[src/rtl/btb_bimodal_if.sv]
// Fetch/resolve bundle between the pipeline and the branch target buffer.
// The pipeline side uses master and the buffer uses slave.
interface btb_bimodal_if #(
    parameter int PC_W  = 16,
    parameter int CNT_W = 16
);
    logic [PC_W-1:0]  PC;
    logic             stall_IM_ID;
    logic             stall_ID_EX;
    logic             stall_EX_DM;
    logic             br_instr_ID_EX;
    logic             flow_change_ID_EX;
    logic [PC_W-1:0]  dst_ID_EX;
    logic             stat_clr;
    logic             hit;
    logic [PC_W-1:0]  target_PC;
    logic             btb_hit_ID_EX;
    logic             mispr;
    logic [PC_W-1:0]  fix_PC;
    logic             inc_br_cnt;
    logic             inc_hit_cnt;
    logic             inc_mispr_cnt;
    logic [CNT_W-1:0] br_cnt;
    logic [CNT_W-1:0] hit_cnt;
    logic [CNT_W-1:0] mispr_cnt;

    modport master (
        output PC, stall_IM_ID, stall_ID_EX, stall_EX_DM, br_instr_ID_EX,
               flow_change_ID_EX, dst_ID_EX, stat_clr,
        input  hit, target_PC, btb_hit_ID_EX, mispr, fix_PC,
               inc_br_cnt, inc_hit_cnt, inc_mispr_cnt, br_cnt, hit_cnt, mispr_cnt
    );

    modport slave (
        input  PC, stall_IM_ID, stall_ID_EX, stall_EX_DM, br_instr_ID_EX,
               flow_change_ID_EX, dst_ID_EX, stat_clr,
        output hit, target_PC, btb_hit_ID_EX, mispr, fix_PC,
               inc_br_cnt, inc_hit_cnt, inc_mispr_cnt, br_cnt, hit_cnt, mispr_cnt
    );
endinterface

[src/rtl/btb_bimodal.sv]
// Direct-mapped branch target buffer with 2-bit confidence counters, prediction
// carried IF->ID->EX, EX-stage resolution and saturating branch statistics.
module btb_bimodal #(
    parameter int ENTRIES   = 16,
    parameter int PC_W      = 16,
    parameter int CNT_W     = 16,
    parameter int PRED_MODE = 1
) (
    input logic       clk,
    input logic       rst_n,
    btb_bimodal_if.slave bus
);
    localparam int IDX_W = $clog2(ENTRIES);
    localparam int TAG_W = PC_W - IDX_W;

    function automatic logic [1:0] ctr_inc(input logic [1:0] c);
        return (c == 2'b11) ? 2'b11 : c + 2'b01;
    endfunction

    function automatic logic [1:0] ctr_dec(input logic [1:0] c);
        return (c == 2'b00) ? 2'b00 : c - 2'b01;
    endfunction

    function automatic logic [CNT_W-1:0] cnt_inc(input logic [CNT_W-1:0] c);
        return (&c) ? c : c + {{(CNT_W-1){1'b0}}, 1'b1};
    endfunction

    logic             valid_r [ENTRIES];
    logic [TAG_W-1:0] tag_r   [ENTRIES];
    logic [PC_W-1:0]  tgt_r   [ENTRIES];
    logic [1:0]       ctr_r   [ENTRIES];

    logic             hit_im_id_r, hit_id_ex_r;
    logic [PC_W-1:0]  tgt_im_id_r, tgt_id_ex_r;
    logic [PC_W-1:0]  pc_im_id_r, pc_id_ex_r;
    logic [CNT_W-1:0] br_cnt_r, hit_cnt_r, mispr_cnt_r;
    logic             inc_br_r, inc_hit_r, inc_mispr_r;

    logic [IDX_W-1:0] if_idx_s, ex_idx_s;
    logic [TAG_W-1:0] if_tag_s, ex_tag_s;
    logic             if_hit_s, ex_match_s, ev_s, mispr_s;
    logic [PC_W-1:0]  fix_pc_s;

    assign if_idx_s = bus.PC[IDX_W-1:0];
    assign if_tag_s = bus.PC[PC_W-1:IDX_W];
    assign ex_idx_s = pc_id_ex_r[IDX_W-1:0];
    assign ex_tag_s = pc_id_ex_r[PC_W-1:IDX_W];

    // IF lookup, EX resolution and redirect target
    always_comb begin
        if_hit_s   = valid_r[if_idx_s] && (tag_r[if_idx_s] == if_tag_s) &&
                     ((PRED_MODE == 32'sd0) || ctr_r[if_idx_s][1]);
        ex_match_s = valid_r[ex_idx_s] && (tag_r[ex_idx_s] == ex_tag_s);
        ev_s       = bus.br_instr_ID_EX && !bus.stall_EX_DM;
        mispr_s    = ev_s && ((hit_id_ex_r != bus.flow_change_ID_EX) ||
                     (hit_id_ex_r && bus.flow_change_ID_EX && (tgt_id_ex_r != bus.dst_ID_EX)));
        if (bus.flow_change_ID_EX) begin
            fix_pc_s = bus.dst_ID_EX;
        end else begin
            fix_pc_s = pc_id_ex_r + {{(PC_W-1){1'b0}}, 1'b1};
        end
    end

    // Table training on each resolved branch; lookups this cycle see the old contents
    always_ff @(posedge clk) begin
        if (!rst_n) begin
            for (int i = 0; i < ENTRIES; i++) begin
                valid_r[i] <= 1'b0;
                tag_r[i]   <= {TAG_W{1'b0}};
                tgt_r[i]   <= {PC_W{1'b0}};
                ctr_r[i]   <= 2'b00;
            end
        end else if (ev_s) begin
            if (bus.flow_change_ID_EX) begin
                if (ex_match_s) begin
                    tgt_r[ex_idx_s] <= bus.dst_ID_EX;
                    ctr_r[ex_idx_s] <= ctr_inc(ctr_r[ex_idx_s]);
                end else begin
                    valid_r[ex_idx_s] <= 1'b1;
                    tag_r[ex_idx_s]   <= ex_tag_s;
                    tgt_r[ex_idx_s]   <= bus.dst_ID_EX;
                    ctr_r[ex_idx_s]   <= 2'b10;
                end
            end else if (ex_match_s) begin
                ctr_r[ex_idx_s] <= ctr_dec(ctr_r[ex_idx_s]);
            end
        end
    end

    // Prediction pipe; a mispredict kills younger predictions even under stall
    always_ff @(posedge clk) begin
        if (!rst_n) begin
            hit_im_id_r <= 1'b0;
            tgt_im_id_r <= {PC_W{1'b0}};
            pc_im_id_r  <= {PC_W{1'b0}};
            hit_id_ex_r <= 1'b0;
            tgt_id_ex_r <= {PC_W{1'b0}};
            pc_id_ex_r  <= {PC_W{1'b0}};
        end else begin
            if (mispr_s) begin
                hit_im_id_r <= 1'b0;
            end else if (!bus.stall_IM_ID) begin
                hit_im_id_r <= if_hit_s;
            end
            if (!bus.stall_IM_ID) begin
                tgt_im_id_r <= tgt_r[if_idx_s];
                pc_im_id_r  <= bus.PC;
            end
            if (mispr_s) begin
                hit_id_ex_r <= 1'b0;
            end else if (!bus.stall_ID_EX) begin
                hit_id_ex_r <= hit_im_id_r;
            end
            if (!bus.stall_ID_EX) begin
                tgt_id_ex_r <= tgt_im_id_r;
                pc_id_ex_r  <= pc_im_id_r;
            end
        end
    end

    // Saturating statistics; clear wins over a same-cycle increment
    always_ff @(posedge clk) begin
        if (!rst_n || bus.stat_clr) begin
            br_cnt_r    <= {CNT_W{1'b0}};
            hit_cnt_r   <= {CNT_W{1'b0}};
            mispr_cnt_r <= {CNT_W{1'b0}};
        end else if (ev_s) begin
            br_cnt_r <= cnt_inc(br_cnt_r);
            if (mispr_s) begin
                mispr_cnt_r <= cnt_inc(mispr_cnt_r);
            end else begin
                hit_cnt_r <= cnt_inc(hit_cnt_r);
            end
        end
    end

    // Event pulses trail the counted resolution by one cycle
    always_ff @(posedge clk) begin
        if (!rst_n) begin
            inc_br_r    <= 1'b0;
            inc_hit_r   <= 1'b0;
            inc_mispr_r <= 1'b0;
        end else begin
            inc_br_r    <= ev_s && !bus.stat_clr;
            inc_hit_r   <= ev_s && !mispr_s && !bus.stat_clr;
            inc_mispr_r <= mispr_s && !bus.stat_clr;
        end
    end

    assign bus.hit           = if_hit_s;
    assign bus.target_PC     = tgt_r[if_idx_s];
    assign bus.btb_hit_ID_EX = hit_id_ex_r;
    assign bus.mispr         = mispr_s;
    assign bus.fix_PC        = fix_pc_s;
    assign bus.inc_br_cnt    = inc_br_r;
    assign bus.inc_hit_cnt   = inc_hit_r;
    assign bus.inc_mispr_cnt = inc_mispr_r;
    assign bus.br_cnt        = br_cnt_r;
    assign bus.hit_cnt       = hit_cnt_r;
    assign bus.mispr_cnt     = mispr_cnt_r;
endmodule

[src/flat_wrapper.sv]
// flat-port wrapper written by rule: the top's interface ports become plain ports
module btb_bimodal_flat 
#(
    parameter int ENTRIES   = 16,
    parameter int PC_W      = 16,
    parameter int CNT_W     = 16,
    parameter int PRED_MODE = 1
)
  (clk, rst_n, bus_PC, bus_stall_IM_ID, bus_stall_ID_EX, bus_stall_EX_DM, bus_br_instr_ID_EX, bus_flow_change_ID_EX, bus_dst_ID_EX, bus_stat_clr, bus_hit, bus_target_PC, bus_btb_hit_ID_EX, bus_mispr, bus_fix_PC, bus_inc_br_cnt, bus_inc_hit_cnt, bus_inc_mispr_cnt, bus_br_cnt, bus_hit_cnt, bus_mispr_cnt);
  btb_bimodal_if #(.PC_W(PC_W), .CNT_W(CNT_W)) bus_i ();
  input logic clk;
  input logic rst_n;
  input wire logic [$bits(bus_i.PC)-1:0] bus_PC;
  input wire logic [$bits(bus_i.stall_IM_ID)-1:0] bus_stall_IM_ID;
  input wire logic [$bits(bus_i.stall_ID_EX)-1:0] bus_stall_ID_EX;
  input wire logic [$bits(bus_i.stall_EX_DM)-1:0] bus_stall_EX_DM;
  input wire logic [$bits(bus_i.br_instr_ID_EX)-1:0] bus_br_instr_ID_EX;
  input wire logic [$bits(bus_i.flow_change_ID_EX)-1:0] bus_flow_change_ID_EX;
  input wire logic [$bits(bus_i.dst_ID_EX)-1:0] bus_dst_ID_EX;
  input wire logic [$bits(bus_i.stat_clr)-1:0] bus_stat_clr;
  output wire logic [$bits(bus_i.hit)-1:0] bus_hit;
  output wire logic [$bits(bus_i.target_PC)-1:0] bus_target_PC;
  output wire logic [$bits(bus_i.btb_hit_ID_EX)-1:0] bus_btb_hit_ID_EX;
  output wire logic [$bits(bus_i.mispr)-1:0] bus_mispr;
  output wire logic [$bits(bus_i.fix_PC)-1:0] bus_fix_PC;
  output wire logic [$bits(bus_i.inc_br_cnt)-1:0] bus_inc_br_cnt;
  output wire logic [$bits(bus_i.inc_hit_cnt)-1:0] bus_inc_hit_cnt;
  output wire logic [$bits(bus_i.inc_mispr_cnt)-1:0] bus_inc_mispr_cnt;
  output wire logic [$bits(bus_i.br_cnt)-1:0] bus_br_cnt;
  output wire logic [$bits(bus_i.hit_cnt)-1:0] bus_hit_cnt;
  output wire logic [$bits(bus_i.mispr_cnt)-1:0] bus_mispr_cnt;
  assign bus_i.PC = bus_PC;
  assign bus_i.stall_IM_ID = bus_stall_IM_ID;
  assign bus_i.stall_ID_EX = bus_stall_ID_EX;
  assign bus_i.stall_EX_DM = bus_stall_EX_DM;
  assign bus_i.br_instr_ID_EX = bus_br_instr_ID_EX;
  assign bus_i.flow_change_ID_EX = bus_flow_change_ID_EX;
  assign bus_i.dst_ID_EX = bus_dst_ID_EX;
  assign bus_i.stat_clr = bus_stat_clr;
  assign bus_hit = bus_i.hit;
  assign bus_target_PC = bus_i.target_PC;
  assign bus_btb_hit_ID_EX = bus_i.btb_hit_ID_EX;
  assign bus_mispr = bus_i.mispr;
  assign bus_fix_PC = bus_i.fix_PC;
  assign bus_inc_br_cnt = bus_i.inc_br_cnt;
  assign bus_inc_hit_cnt = bus_i.inc_hit_cnt;
  assign bus_inc_mispr_cnt = bus_i.inc_mispr_cnt;
  assign bus_br_cnt = bus_i.br_cnt;
  assign bus_hit_cnt = bus_i.hit_cnt;
  assign bus_mispr_cnt = bus_i.mispr_cnt;
  btb_bimodal #(.ENTRIES(ENTRIES), .PC_W(PC_W), .CNT_W(CNT_W), .PRED_MODE(PRED_MODE)) u_core (.clk(clk), .rst_n(rst_n), .bus(bus_i));
endmodule
[config.mk]
export PLATFORM = sky130hd
export DESIGN_NAME = btb_bimodal_flat
export DESIGN_NICKNAME = d
export VERILOG_FILES = /design/src/rtl/btb_bimodal_if.sv /design/src/rtl/btb_bimodal.sv /design/src/flat_wrapper.sv
export SDC_FILE = /design/constraint.sdc
export NUM_CORES = 1
export LEC_CHECK = 0
export ABC_CLOCK_PERIOD_IN_PS = 4200
export CAP_MARGIN = 0
export CORE_MARGIN = 2
export CORE_UTILIZATION = 50
export CTS_CLUSTER_DIAMETER = 150
export DETAILED_ROUTE_END_ITERATION = 10
export PLACE_DENSITY_LB_ADDON = 0.2
export SLEW_MARGIN = 20
export SYNTH_ARGS = -nofsm -noshare
export SYNTH_HDL_FRONTEND = slang
export SYNTH_SLANG_ARGS = --single-unit
export TNS_END_PERCENT = 30
[constraint.sdc]
create_clock -name clk -period 4.2 [get_ports clk]
set_input_delay 0.42 -clock clk [delete_from_list [all_inputs] [get_ports clk]]
set_output_delay 0.42 -clock clk [all_outputs]
set_load 0.1 [all_outputs]
# Word-level counts from Yosys, hierarchy flattened
# Memory sizes are Yosys's and may differ from the RTL's. A register that Yosys moved wholly into a read port is not among the register bits.
# Cells that the tools add are included.
[totals]
register_bits = 117
latch_bits = 0
ramBits = 496
mem_bits_ro = 0
inputBits = 40
output_inout_bits = 86
word_cells = 103
memories = 4
[mem_list]
columns = ["memory", "words", "width", "read_ports", "rd_ports_with_merged_regs", "wr", "line_no", "text"]
rows = [
  ["u_core.tgt_r", 16, 16, 1, 0, 16, "btb_bimodal.sv:30", "logic [PC_W-1:0] tgt_r [ENTRIES];"],
  ["u_core.tag_r", 16, 12, 2, 1, 16, "btb_bimodal.sv:29", "logic [TAG_W-1:0] tag_r [ENTRIES];"],
  ["u_core.ctr_r", 16, 2, 2, 1, 16, "btb_bimodal.sv:31", "logic [1:0] ctr_r [ENTRIES];"],
  ["u_core.valid_r", 16, 1, 2, 1, 16, "btb_bimodal.sv:28", "logic valid_r [ENTRIES];"],
]
[classes]
n_addsub = 6
mul = 0
div = 0
n_lt_le_gt_ge = 0
eq_ne = 5
shifts = 0
muxes = 39
n_bitwise = 8
reduce_logical = 29
[op_table]
columns = ["op", "n"]
rows = [
  ["adder 16 x 1 -> 16 bit, second input constant", 4],
  ["2-to-1 mux 16 bit", 3],
  ["AND reduction 16 bit", 3],
  ["2-to-1 mux 4 bit", 10],
  ["== test 12 bit", 2],
  ["2-to-1 mux 1 bit", 20],
  ["!= test 16 bit", 1],
  ["OR reduction 16 bit", 1],
  ["2-to-1 mux 12 bit", 1],
  ["OR reduction 12 bit", 1],
  ["logical AND 1 bit", 11],
  ["2-to-1 mux 2 bit", 5],
  ["AND reduction 3 bit", 2],
  ["inverter 1 bit", 5],
  ["zero test 1 bit", 4],
  ["OR reduction 2 bit", 2],
  ["bitwise OR 1 bit", 3],
  ["adder 2 x 1 -> 2 bit, second input constant", 1],
  ["== test 2 bit, second input constant", 1],
  ["zero test 2 bit", 1],
  ["logical OR 1 bit", 2],
  ["AND reduction 2 bit", 1],
  ["subtractor 2 x 1 -> 2 bit, second input constant", 1],
  ["!= test 1 bit", 1],
  ["OR reduction 1 bit", 1],
]

# Logic depth before layout (Yosys ltp)
[logic_depth]
depth_word = 11
ltp_mapped = 14
depth_no_buf = 9

# Worst setup path after synthesis
# OpenSTA, ideal clock, no wires.
[synth_path]
kind = "reg2out"
start = "reg u_core.pc_id_ex_r[3]"
end = "out bus_fix_PC[12]"
arrival_ns = 3.643
required_ns = 3.780
path_slack_ns = 0.137
path_stages_with_launch = 9
path_buffers = 3
path_cell_list = "dfxtp_1 clkbuf_1 and2_1 clkbuf_1 and3_1 clkbuf_1 nand4_1 xnor2_1 o21ai_0"
[synth_between]
elab_chain_len = 2
[synth_rtl]
columns = ["item", "line_no", "text"]
rows = [
  ["from (decl)", "btb_bimodal.sv:35", "logic [PC_W-1:0] pc_im_id_r, pc_id_ex_r;"],
  ["from (signal assigned)", "btb_bimodal.sv:98", "pc_id_ex_r <= {PC_W{1'b0}};"],
  ["from (signal assigned)", "btb_bimodal.sv:116", "pc_id_ex_r <= pc_im_id_r;"],
  ["adder 16 x 1 -> 16 bit", "btb_bimodal.sv:60", "fix_pc_s = pc_id_ex_r + {{(PC_W-1){1'b0}}, 1'b1};"],
  ["2-to-1 mux 16 bit", "btb_bimodal.sv:57", "if (bus.flow_change_ID_EX) begin"],
  ["to (decl)", "flat_wrapper.sv:25", "output wire logic [$bits(bus_i.fix_PC)-1:0] bus_fix_PC;"],
]
# No other way between the ends.

==> run_results.csv <==
group,metric,value,unit
yosys,ys_seq_area_frac,0.5624,
sta,setup_viol,0,
yosys,async_reset_ff_frac,0,
yosys,yosys_warnings,0,
power,switching_share,0.2425,
sta,slew-limit-headroom,0.2964,
outcome,status,"complete, no violations",
yosys,synthesis.area,30510,um^2
setup_path,regToRegSetupSlack,0.21,ns
global_routing,grt_pass1_vias,20450,
global_routing,grt_pass1_wl,136100,um
floorplanning,ios,126,
placed_design,portBuffers,125,
setup_path,worst-path-max-fanout,2,
clock_network,clock_latency,0.61,ns
power,seqPwrFrac,0.469,
sta,finalClockSkew,0.02535,ns
worst_hold_path,min_path_type,"flop to flop",
yosys,syn_nets,2285,
setup_path,end_kind,"output pin",
power,irDropWorstVdd,0.2177,mV
clock_network,cts_sinks,617,
floorplanning,die_w,251.0,um
sta,min_period_over_period,0.9830,
global_routing,grt_max_degree,82,
routing,routedWlPerCell,28.67,um
power,internal-power,0.01112,W
routing,drt_wl_total,91140,um
routing,dr.first_iter.drc_count,2404,
floorplanning,dieArea,63000,um^2
routing,via_per_inst,6.458,
job,cap_violations,0,
yosys,syn_area_per_cell,13.64,um^2
clock_network,ctsLongestPathBuffers,3,
power,clkPwrFrac,0.431,
yosys,synth_top_area_share,0.4725,
global_routing,antenna_found_initial,0,
setup_path,cp.required,3.78,ns
clock_network,cts-buffers-inserted,69,
routing,dr.max_layer_used,"met5",
floorplanning,die_y,251.0,um
routing,wl_met1,37480,um
placed_design,gp_congestion,0.9495,
yosys,yosysUniqueCellTypes,73,
yosys,synth_edf_count,480,
clock_network,clkSlewWorstSetupHoldPaths,0.06,ns
yosys,yosys.area.top_type,"edfxtp_1",
setup_path,cp-start-kind,"flop",
sta,post-route-min-period,4.129,ns
clock_network,htreeDepth,3,
clock_network,ctsHoldBuffers,0,
layout,nets,2389,
placed_design,hpwl,60990,um
power,switchingPower,0.003561,W
routing,ant_nets,0,
yosys,syn_inst,2237,
power,combPwrFrac,0.100,
clock_network,cts_root_buf,"clkbuf_16",
sta,rsz0062_at_grt,"false",
yosys,synth-main-ff-cell,"edfxtp_1",
sta,layout_setup_ws,0.07126,ns
routing,wl_met3,10560,um
sta,final-hold-violation-count,0,
layout,syn2layout_area_growth,15.70,%
placed_design,place_ws,-0.07433,ns
setup_path,crit_type,"flop to output pin",
power,leakagePower,13.60,nW
layout,diodes,0,
sta,hold_slack,0.4946,ns
yosys,synth_area_leaders,"edfxtp_1 (47%), mux4_2 (14%), dfxtp_1 (9.0%)",
sta,tns,0,ns
yosys,ys_seq_elements,617,
layout,drive_above_1_share,0.2261,
setup_path,cp.arrival,3.71,ns
floorplanning,initial_utilization,0.5054,
sta,final_max_slew_viol_count,0,
global_routing,overflow,0,
routing,wl_met2,41000,um
sta,fmaxAchievable,0.2422,GHz
clock_network,cts_tree,"done",
floorplanning,coreArea,60360,um^2
routing,firstDrtPassIters,5,
sta,worst_pin_slew,1.048,ns
routing,dr_total_vias,20530,
routing,drc,0,
power,pwr_density_cell,416.0,nW/um^2
global_routing,gr-usage-all-layers,0.2935,
floorplanning,num_rows,90,
==> layout make-up <==
| cell class | instances | area, um^2 |
|---|---|---|
| fill | 4798 | 25060 |
| sequential | 617 | 17160 |
| multi-input combinational | 1388 | 12370 |
| timing repair buffer | 250 | 2328 |
| clock buffer | 99 | 2076 |
| tap | 782 | 978.4 |
| clock inverter | 28 | 320.3 |
| inverter | 15 | 56.30 |
==> what timing repair did <==
item,in CTS,in global routing
hold endpoints to repair,0,0
setup endpoints to repair,1,1
cloned,0,0
setup buffers,0,0
gates resized for setup,1,1
pin swaps,0,0
==> routing by layer <==
layer  vias up  track usage
met4         2      0.07942
li1       8737            -
met2      1166       0.4362
met5         -     0.009266
met1     10490       0.4239
met3       138      0.08439
==> power by group through the flow <==
stage          combinational [W]  clock (W)  sequential, W
6_report                 0.00147    0.00633        0.00689
4_1_cts                  0.00146    0.00640        0.00688
2_1_floorplan           0.000984          0        0.00695
3_5_place_dp             0.00145          0        0.00701
5_1_grt                  0.00153    0.00664        0.00690
3_3_place_gp             0.00144          0        0.00699
==> critical path, cell delays in order, from the launching register on <==
cell and delay [ns]:
edfxtp_1 0.46, mux4_2 0.52, mux4_2 0.51, xnor2_1 0.21, nand4_1 0.15, nor4_2 0.60, buf_4 0.21, and3_1 0.24
buf_12 0.20
==> synthesized netlist by cell type (all sizes together) (2+ instances only) <==
cell,instances
buf,60
o21ai,72
nor2b,75
nand2,106
o211ai,7
or3,4
mux4,194
nor4,8
a22oi,4
or4,2
nand2b,7
clkbuf,157
inv,14
mux2i,112
nor3,56
and3b,4
a21oi,6
a32oi,3
and4b,2
ha,8
mux2,5
and2,71
nor2,78
nand3,34
a31o,2
a211oi,17
and3,347
dfxtp,137
and4,11
nor3b,17
or2,3
nand4,22
xor2,42
edfxtp,480
xnor2,53
==> layout by cell type, fill, tap and decap left out, types with 8 or more instances in the layout <==
cell type / count
edfxtp_1: 480
and3_1: 345
mux4_2: 194
buf_4: 141
dfxtp_1: 134
mux2i_1: 112
nand2_1: 106
clkdlybuf4s50_1: 83
clkbuf_16: 74
nor2_1: 72
nor2b_1: 72
and2_1: 68
nor3_1: 56
xnor2_1: 52
xor2_1: 42
o21ai_0: 40
nand3_1: 34
o21ai_1: 28
nand4_1: 20
buf_12: 20
nor3b_2: 14
clkbuf_8: 14
inv_1: 12
clkbuf_1: 12
and4_1: 9
a211oi_1: 8
a211oi_2: 8
ha_1: 8
==> registers in the layout, indices dropped and copies added (netlist names), 16 cells and up, named ones only <==
signal,flops
u_core.ctr_r,32
u_core.tgt_im_id_r,16
u_core.pc_im_id_r,16
u_core.bus.br_cnt,16
u_core.valid_r,16
u_core.bus.hit_cnt,16
u_core.tag_r,192
u_core.pc_id_ex_r,16
u_core.tgt_id_ex_r,16
u_core.bus.mispr_cnt,16
u_core.tgt_r,256
==> cell families (layout without fill, tap and decap cells) <==
| group | count (synthesis) | in the layout | share of synthesized area |
|---|---|---|---|
| AND/OR/NAND/NOR | 850 | 850 | 0.1616 |
| multiplexers | 311 | 311 | 0.1818 |
| adder cells (fa/ha/maj) | 8 | 8 | 0.003281 |
| XOR/XNOR | 95 | 95 | 0.02752 |
| flip-flops | 617 | 617 | 0.5624 |
| AO/OA/AOI/OAI | 124 | 124 | 0.02970 |
| buffers and inverters | 232 | 392 | 0.03371 |
==> final timing paths <==
check	startpoint	to	cells past startpoint
max	u_core.tag_r[15][8]	bus_hit	8
min	u_core.valid_r[7]	u_core.valid_r[7]	2
max reg2reg	flop	u_core.ctr_r[11][1]	11
min reg2reg	u_core.valid_r[7]	u_core.valid_r[7]	2
==> through the flow <==
stage          area, um^2  total power, W  std cells    util
6_report            35290         0.01468       3179  0.5847
5_1_grt             35290         0.01507       3179  0.5847
4_1_cts             35280         0.01474       3179  0.5846
3_5_place_dp        32880        0.008459       3052  0.5448
3_3_place_gp        32880        0.008434       3052  0.5448
2_1_floorplan       30510        0.007929       2237       -
No activity file was read; power rests on OpenSTA's default activity.
